<file path="config.mk">
export PLATFORM = sky130hd
export DESIGN_NAME = tx_axis_frame_arbiter
export DESIGN_NICKNAME = d
export VERILOG_FILES = /design/src/rtl/tx_axis_frame_arbiter.sv
export SDC_FILE = /design/constraint.sdc
export NUM_CORES = 1
export LEC_CHECK = 0
export BUFFER_PORTS_ARGS = -buffer_cell sky130_fd_sc_hd__buf_4
export CAP_MARGIN = 20
export CORE_UTILIZATION = 34
export CTS_CLUSTER_SIZE = 12
export DETAILED_ROUTE_END_ITERATION = 16
export PLACE_DENSITY_LB_ADDON = 0.05
export RECOVER_POWER = 50
export SYNTH_ARGS = -nofsm -noshare
export SYNTH_HDL_FRONTEND = slang
export SYNTH_SLANG_ARGS = --single-unit
</file>
<file path="constraint.sdc">
create_clock -name tx_clk -period 3.31 [get_ports tx_clk]
set_input_delay 0.4965 -clock tx_clk [delete_from_list [all_inputs] [get_ports tx_clk]]
set_output_delay 0.4965 -clock tx_clk [all_outputs]
set_load 0.03 [all_outputs]
</file>
<file path="src/rtl/tx_axis_frame_arbiter.sv">
// Frame-locked round-robin arbiter that shares one AXIS slave among NUM_PORTS requesters.
// Optional macro TX_ARB_STRICT_PRIO_EN gives port 0 strict priority when arbitrating.
module tx_axis_frame_arbiter #(
  parameter int unsigned NUM_PORTS       = 2,
  parameter int unsigned AXIS_DATA_WIDTH = 32,
  parameter int unsigned AXIS_DATA_BYTES = AXIS_DATA_WIDTH / 8,
  parameter int unsigned PTR_WIDTH       = $clog2(NUM_PORTS)
) (
  input  logic                                 tx_clk,
  input  logic                                 tx_rst,
  input  logic [NUM_PORTS*AXIS_DATA_WIDTH-1:0] in_slave_tx_tdata,
  input  logic [NUM_PORTS*AXIS_DATA_BYTES-1:0] in_slave_tx_tkeep,
  input  logic [NUM_PORTS-1:0]                 in_slave_tx_tvalid,
  input  logic [NUM_PORTS-1:0]                 in_slave_tx_tlast,
  output logic [NUM_PORTS-1:0]                 out_slave_tx_tready,
  output logic [AXIS_DATA_WIDTH-1:0]           out_master_tx_tdata,
  output logic [AXIS_DATA_BYTES-1:0]           out_master_tx_tkeep,
  output logic                                 out_master_tx_tvalid,
  output logic                                 out_master_tx_tlast,
  input  logic                                 in_master_tx_tready,
  output logic [PTR_WIDTH-1:0]                 out_grant_idx,
  output logic                                 out_busy
);

  typedef enum logic [0:0] {StIdle, StLock} state_e;

  state_e                     state_q, state_d;
  logic [PTR_WIDTH-1:0]       rr_ptr_q, rr_ptr_d;
  logic [PTR_WIDTH-1:0]       grant_q, grant_d;
  logic [AXIS_DATA_WIDTH-1:0] tdata_q, tdata_d;
  logic [AXIS_DATA_BYTES-1:0] tkeep_q, tkeep_d;
  logic                       tvalid_q, tvalid_d;
  logic                       tlast_q, tlast_d;

  logic [AXIS_DATA_WIDTH-1:0] sel_tdata;
  logic [AXIS_DATA_BYTES-1:0] sel_tkeep;
  logic                       sel_tvalid;
  logic                       sel_tlast;
  logic                       win_found;
  logic [PTR_WIDTH-1:0]       win_idx;
  logic [PTR_WIDTH-1:0]       scan_idx;
  int unsigned                scan_pos;
  logic [PTR_WIDTH-1:0]       ptr_inc;
  logic                       slave_ready;
  logic                       beat;

  // Select the granted port's beat.
  always_comb begin
    sel_tdata  = '0;
    sel_tkeep  = '0;
    sel_tvalid = 1'b0;
    sel_tlast  = 1'b0;
    for (int unsigned p = 0; p < NUM_PORTS; p++) begin
      if (grant_q == PTR_WIDTH'(p)) begin
        sel_tdata  = in_slave_tx_tdata[p*AXIS_DATA_WIDTH +: AXIS_DATA_WIDTH];
        sel_tkeep  = in_slave_tx_tkeep[p*AXIS_DATA_BYTES +: AXIS_DATA_BYTES];
        sel_tvalid = in_slave_tx_tvalid[p];
        sel_tlast  = in_slave_tx_tlast[p];
      end
    end
  end

  // Winner search starting at rr_ptr, wrapping modulo NUM_PORTS (works for non-power-of-two).
  always_comb begin
    win_found = 1'b0;
    win_idx   = '0;
    scan_pos  = 0;
    scan_idx  = '0;
    for (int unsigned i = 0; i < NUM_PORTS; i++) begin
      scan_pos = 32'(rr_ptr_q) + i;
      if (scan_pos >= NUM_PORTS) begin
        scan_pos = scan_pos - NUM_PORTS;
      end
      scan_idx = PTR_WIDTH'(scan_pos);
`ifdef TX_ARB_STRICT_PRIO_EN
      if (!win_found && (scan_pos != 0) && in_slave_tx_tvalid[scan_idx]) begin
        win_found = 1'b1;
        win_idx   = scan_idx;
      end
`else
      if (!win_found && in_slave_tx_tvalid[scan_idx]) begin
        win_found = 1'b1;
        win_idx   = scan_idx;
      end
`endif
    end
`ifdef TX_ARB_STRICT_PRIO_EN
    if (in_slave_tx_tvalid[0]) begin
      win_found = 1'b1;
      win_idx   = '0;
    end
`endif
  end

  assign ptr_inc = (grant_q == PTR_WIDTH'(NUM_PORTS - 1)) ? '0 : grant_q + 1'b1;

  always_comb begin
    state_d     = state_q;
    rr_ptr_d    = rr_ptr_q;
    grant_d     = grant_q;
    tdata_d     = tdata_q;
    tkeep_d     = tkeep_q;
    tvalid_d    = tvalid_q;
    tlast_d     = tlast_q;
    slave_ready = 1'b0;
    beat        = 1'b0;

    unique case (state_q)
      StIdle: begin
        if (win_found) begin
          grant_d = win_idx;
          state_d = StLock;
        end
      end
      StLock: begin
        slave_ready = !tvalid_q || in_master_tx_tready;
        beat        = sel_tvalid && slave_ready;
      end
      default: state_d = StIdle;
    endcase

    // The output register drains independently of arbitration, even in StIdle.
    if (beat) begin
      tdata_d  = sel_tdata;
      tkeep_d  = sel_tkeep;
      tlast_d  = sel_tlast;
      tvalid_d = 1'b1;
      if (sel_tlast) begin
        state_d  = StIdle;
        rr_ptr_d = ptr_inc;
      end
    end else if (in_master_tx_tready) begin
      tvalid_d = 1'b0;
    end
  end

  always_ff @(posedge tx_clk or negedge tx_rst) begin
    if (!tx_rst) begin
      state_q  <= StIdle;
      rr_ptr_q <= '0;
      grant_q  <= '0;
      tdata_q  <= '0;
      tkeep_q  <= '0;
      tvalid_q <= 1'b0;
      tlast_q  <= 1'b0;
    end else begin
      state_q  <= state_d;
      rr_ptr_q <= rr_ptr_d;
      grant_q  <= grant_d;
      tdata_q  <= tdata_d;
      tkeep_q  <= tkeep_d;
      tvalid_q <= tvalid_d;
      tlast_q  <= tlast_d;
    end
  end

  assign out_slave_tx_tready  = slave_ready ? (NUM_PORTS'(1) << grant_q) : '0;
  assign out_master_tx_tdata  = tdata_q;
  assign out_master_tx_tkeep  = tkeep_q;
  assign out_master_tx_tvalid = tvalid_q;
  assign out_master_tx_tlast  = tlast_q;
  assign out_grant_idx        = grant_q;
  assign out_busy             = (state_q == StLock);

endmodule
</file>
==> results_dict.tcl <==
set metrics [dict create \
    status "finished with violations" \
    violations "max-capacitance violations, max-slew violations" \
    drv_slew 42 \
    cp_top_family "buffers and inverters" \
    fp.dieArea_mm2 0.006350 \
    synthesis.nets 219 \
    use_met1_pct 16.98 \
    first_pass_iters 4 \
    drt-initial-drc-count 29 \
    avgSynthCellArea_um2 14.66 \
    ys_seq_area_share_pct 50.00 \
    die_w_um 79.69 \
    totalPowerFinal_w 0.003056 \
    top_usage_layer "met2" \
    cts_setup_buffers 0 \
    cts_buffers 5 \
    multi_input_area_um2 954.7 \
    grt_start_max_net_pins 43 \
    grt_pass1_wl_um 7065 \
    placed_cell_area_mm2 0.003015 \
    setup_ws_ps 1127 \
    seq_area_mm2 0.001027 \
    power_leakage_nw 1.447 \
    fin_area_mm2 0.003042 \
    die_h_um 79.69 \
    slowest_delay_ps 1490 \
    worstMarginPinSlew_ps 2131 \
    cts_tree "built" \
    num_rows 27 \
    end_kind "asynchronous set/reset pin" \
    gr-usage-met3_pct 3.429 \
    crit_buf_inv 1 \
    gr-usage-all-layers_pct 14.55 \
    final.setup_skew_ps 7.164 \
    cts_hold_buf 0 \
    finalHoldViolations 0 \
    wire_per_inst_um 13.27 \
    dp_slack_ps 1173 \
    via_count 1531 \
    cp.required_ps 3120 \
    worstSetupPathType "primary input to asynchronous set/reset pin" \
    grt_pass1_vias 1526 \
    startpoint_type "primary input" \
    cap_violations 1 \
    drc 0 \
    cellPowerDensity_mw_per_mm2 1005 \
    nNetsFinal 339 \
    place_congestion 0.6999 \
    finalSetupTns_ps 0 \
    io_pins 121 \
    synthToLayoutAreaGrowth_pct 48.23 \
    htreeDepth 2 \
    nFillCells 545 \
    rsz0062_at_grt "no" \
    drive_above_1_share_pct 70.88 \
    insertion_delay_ps 290 \
    critPathMaxFanout 41 \
    synth_cell_type_count 20 \
    hpwl_um 3210 \
    initial_core_util_pct 36.16 \
    grt_remaining_overflow 0 \
    core_area_mm2 0.005675 \
    arrival_ps 2000 \
    cp_slowest_cell "clkbuf_1" \
    yosys_warnings 0 \
    root_buffer "clkbuf_8" \
    hold_path_class "primary input to flip-flop" \
    totalWireLength_um 4419 \
    port-buffer-count 120 \
    relSlewSlack_pct -42.06 \
    crit_chain "clkbuf_1" \
    ctsResizeCount 0 \
    ys_ff_latch 41 \
    grtUsageMet2_pct 25.38 \
    finalSetupViolCount 0 \
    fin_crit_sh_pct 65.96 \
    path_clk_slew_ps 80 \
    finalCriticalPeriod_ps 2183 \
    synth_area_mm2 0.002052 \
    ant_nets 0 \
    clk_path_buf_depth 2 \
    fmax_ghz 0.4580 \
    grt_antenna_before_repair 0 \
    syn_inst 140 \
    n_antenna_cell 0 \
    worst_ir_drop_vdd_uv 540.4 \
    detail_route.vias_per_cell 4.598 \
    cts.sinks 41 \
]
-- metal layers --
layer | wire length [um] | vias up | part of all wire [%]
met5 | 0 | - | 0
met4 | 44 | 0 | 1.0
met3 | 393 | 4 | 8.9
met2 | 2198 | 67 | 50
met1 | 1782 | 717 | 40
li1 | - | 743 | -
-- cells in the final DEF (no fill, tap or decap), types with 2 or more instances in the layout --
| master | instances |
|---|---|
| buf_4 | 101 |
| mux2_2 | 65 |
| dfrtp_1 | 40 |
| clkbuf_1 | 20 |
| mux2_4 | 8 |
| clkbuf_8 | 7 |
| nand2_1 | 3 |
| mux2i_1 | 2 |
| inv_1 | 2 |
-- state kept, by name (all words and copies together), names as in the netlist --
signal	flops
rr_ptr_q	1
out_master_tx_tkeep	4
out_master_tx_tdata	32
out_master_tx_tlast	1
out_grant_idx	1
out_busy	1
out_master_tx_tvalid	1
-- power breakdown --
group	switching, W	internal (W)	total, W
clock	0.000162	0.000188	0.000350
sequential	0.000136	0.000763	0.000899
combinational	0.000984	0.000823	0.00181
-- layout make-up --
class | count | area share (%)
Clock inverter | 1 | 0.1645
Sequential cell | 41 | 33.77
Inverter | 2 | 0.2468
Tap cell | 72 | 2.962
Timing Repair Buffer | 122 | 28.30
Clock buffer | 7 | 3.167
Multi-Input combinational cell | 88 | 31.39
-- synth_stat cells, drive strengths merged --
cell | instances | area, um2
mux2i | 2 | 20.02
nand2b | 1 | 6.260
clkbuf | 4 | 15.01
o32a | 1 | 10.01
buf | 5 | 48.79
nand4 | 1 | 6.260
o2bb2ai | 1 | 8.760
a41oi | 1 | 8.760
inv | 2 | 7.510
and3 | 1 | 6.260
nand3 | 1 | 10.01
a21oi | 1 | 5.000
mux2 | 73 | 852.1
nand2 | 3 | 11.26
nor2 | 1 | 3.750
dfrtp | 41 | 1026
a31oi | 1 | 6.260
-- worst paths after layout --
path | startpoint | end | slack (ps) | depth (start not counted)
max | tx_rst | out_grant_idx$_DFFE_PN0P_ | 1130 | 1
min | in_slave_tx_tvalid[0] | out_grant_idx$_DFFE_PN0P_ | 420 | 2
max reg2reg | out_master_tx_tvalid$_DFFE_PN0P_ | out_master_tx_tdata[23]$_DFFE_PN0P_ | 1440 | 4
min reg2reg | out_master_tx_tdata[10]$_DFFE_PN0P_ | out_master_tx_tdata[10]$_DFFE_PN0P_ | 510 | 1
max in group tx_clk | out_grant_idx$_DFFE_PN0P_ | out_slave_tx_tready[1] | 1310 | 3
min in group asynchronous | tx_rst | out_master_tx_tvalid$_DFFE_PN0P_ | 820 | 1
-- logic make-up after synthesis --
family | share of synthesized area [%]
AOI/OAI and AO/OA | 1.890
buffers and inverters | 3.475
DFF | 50.00
muxes | 42.50
and+or+nand+nor | 2.135
-- metrics by stage --
stage / std cells / util [%] / hold slack, ps
detailed placement: 325 / 53.13 / 494.4
CTS: 333 / 54.92 / 193.7
global route: 333 / 53.59 / 415.0
global placement: 324 / 52.65 / 489.7
floorplan: 140 / - / 200.9
finish: 333 / 53.59 / 419.0
(Power assumes the default switching activity.)
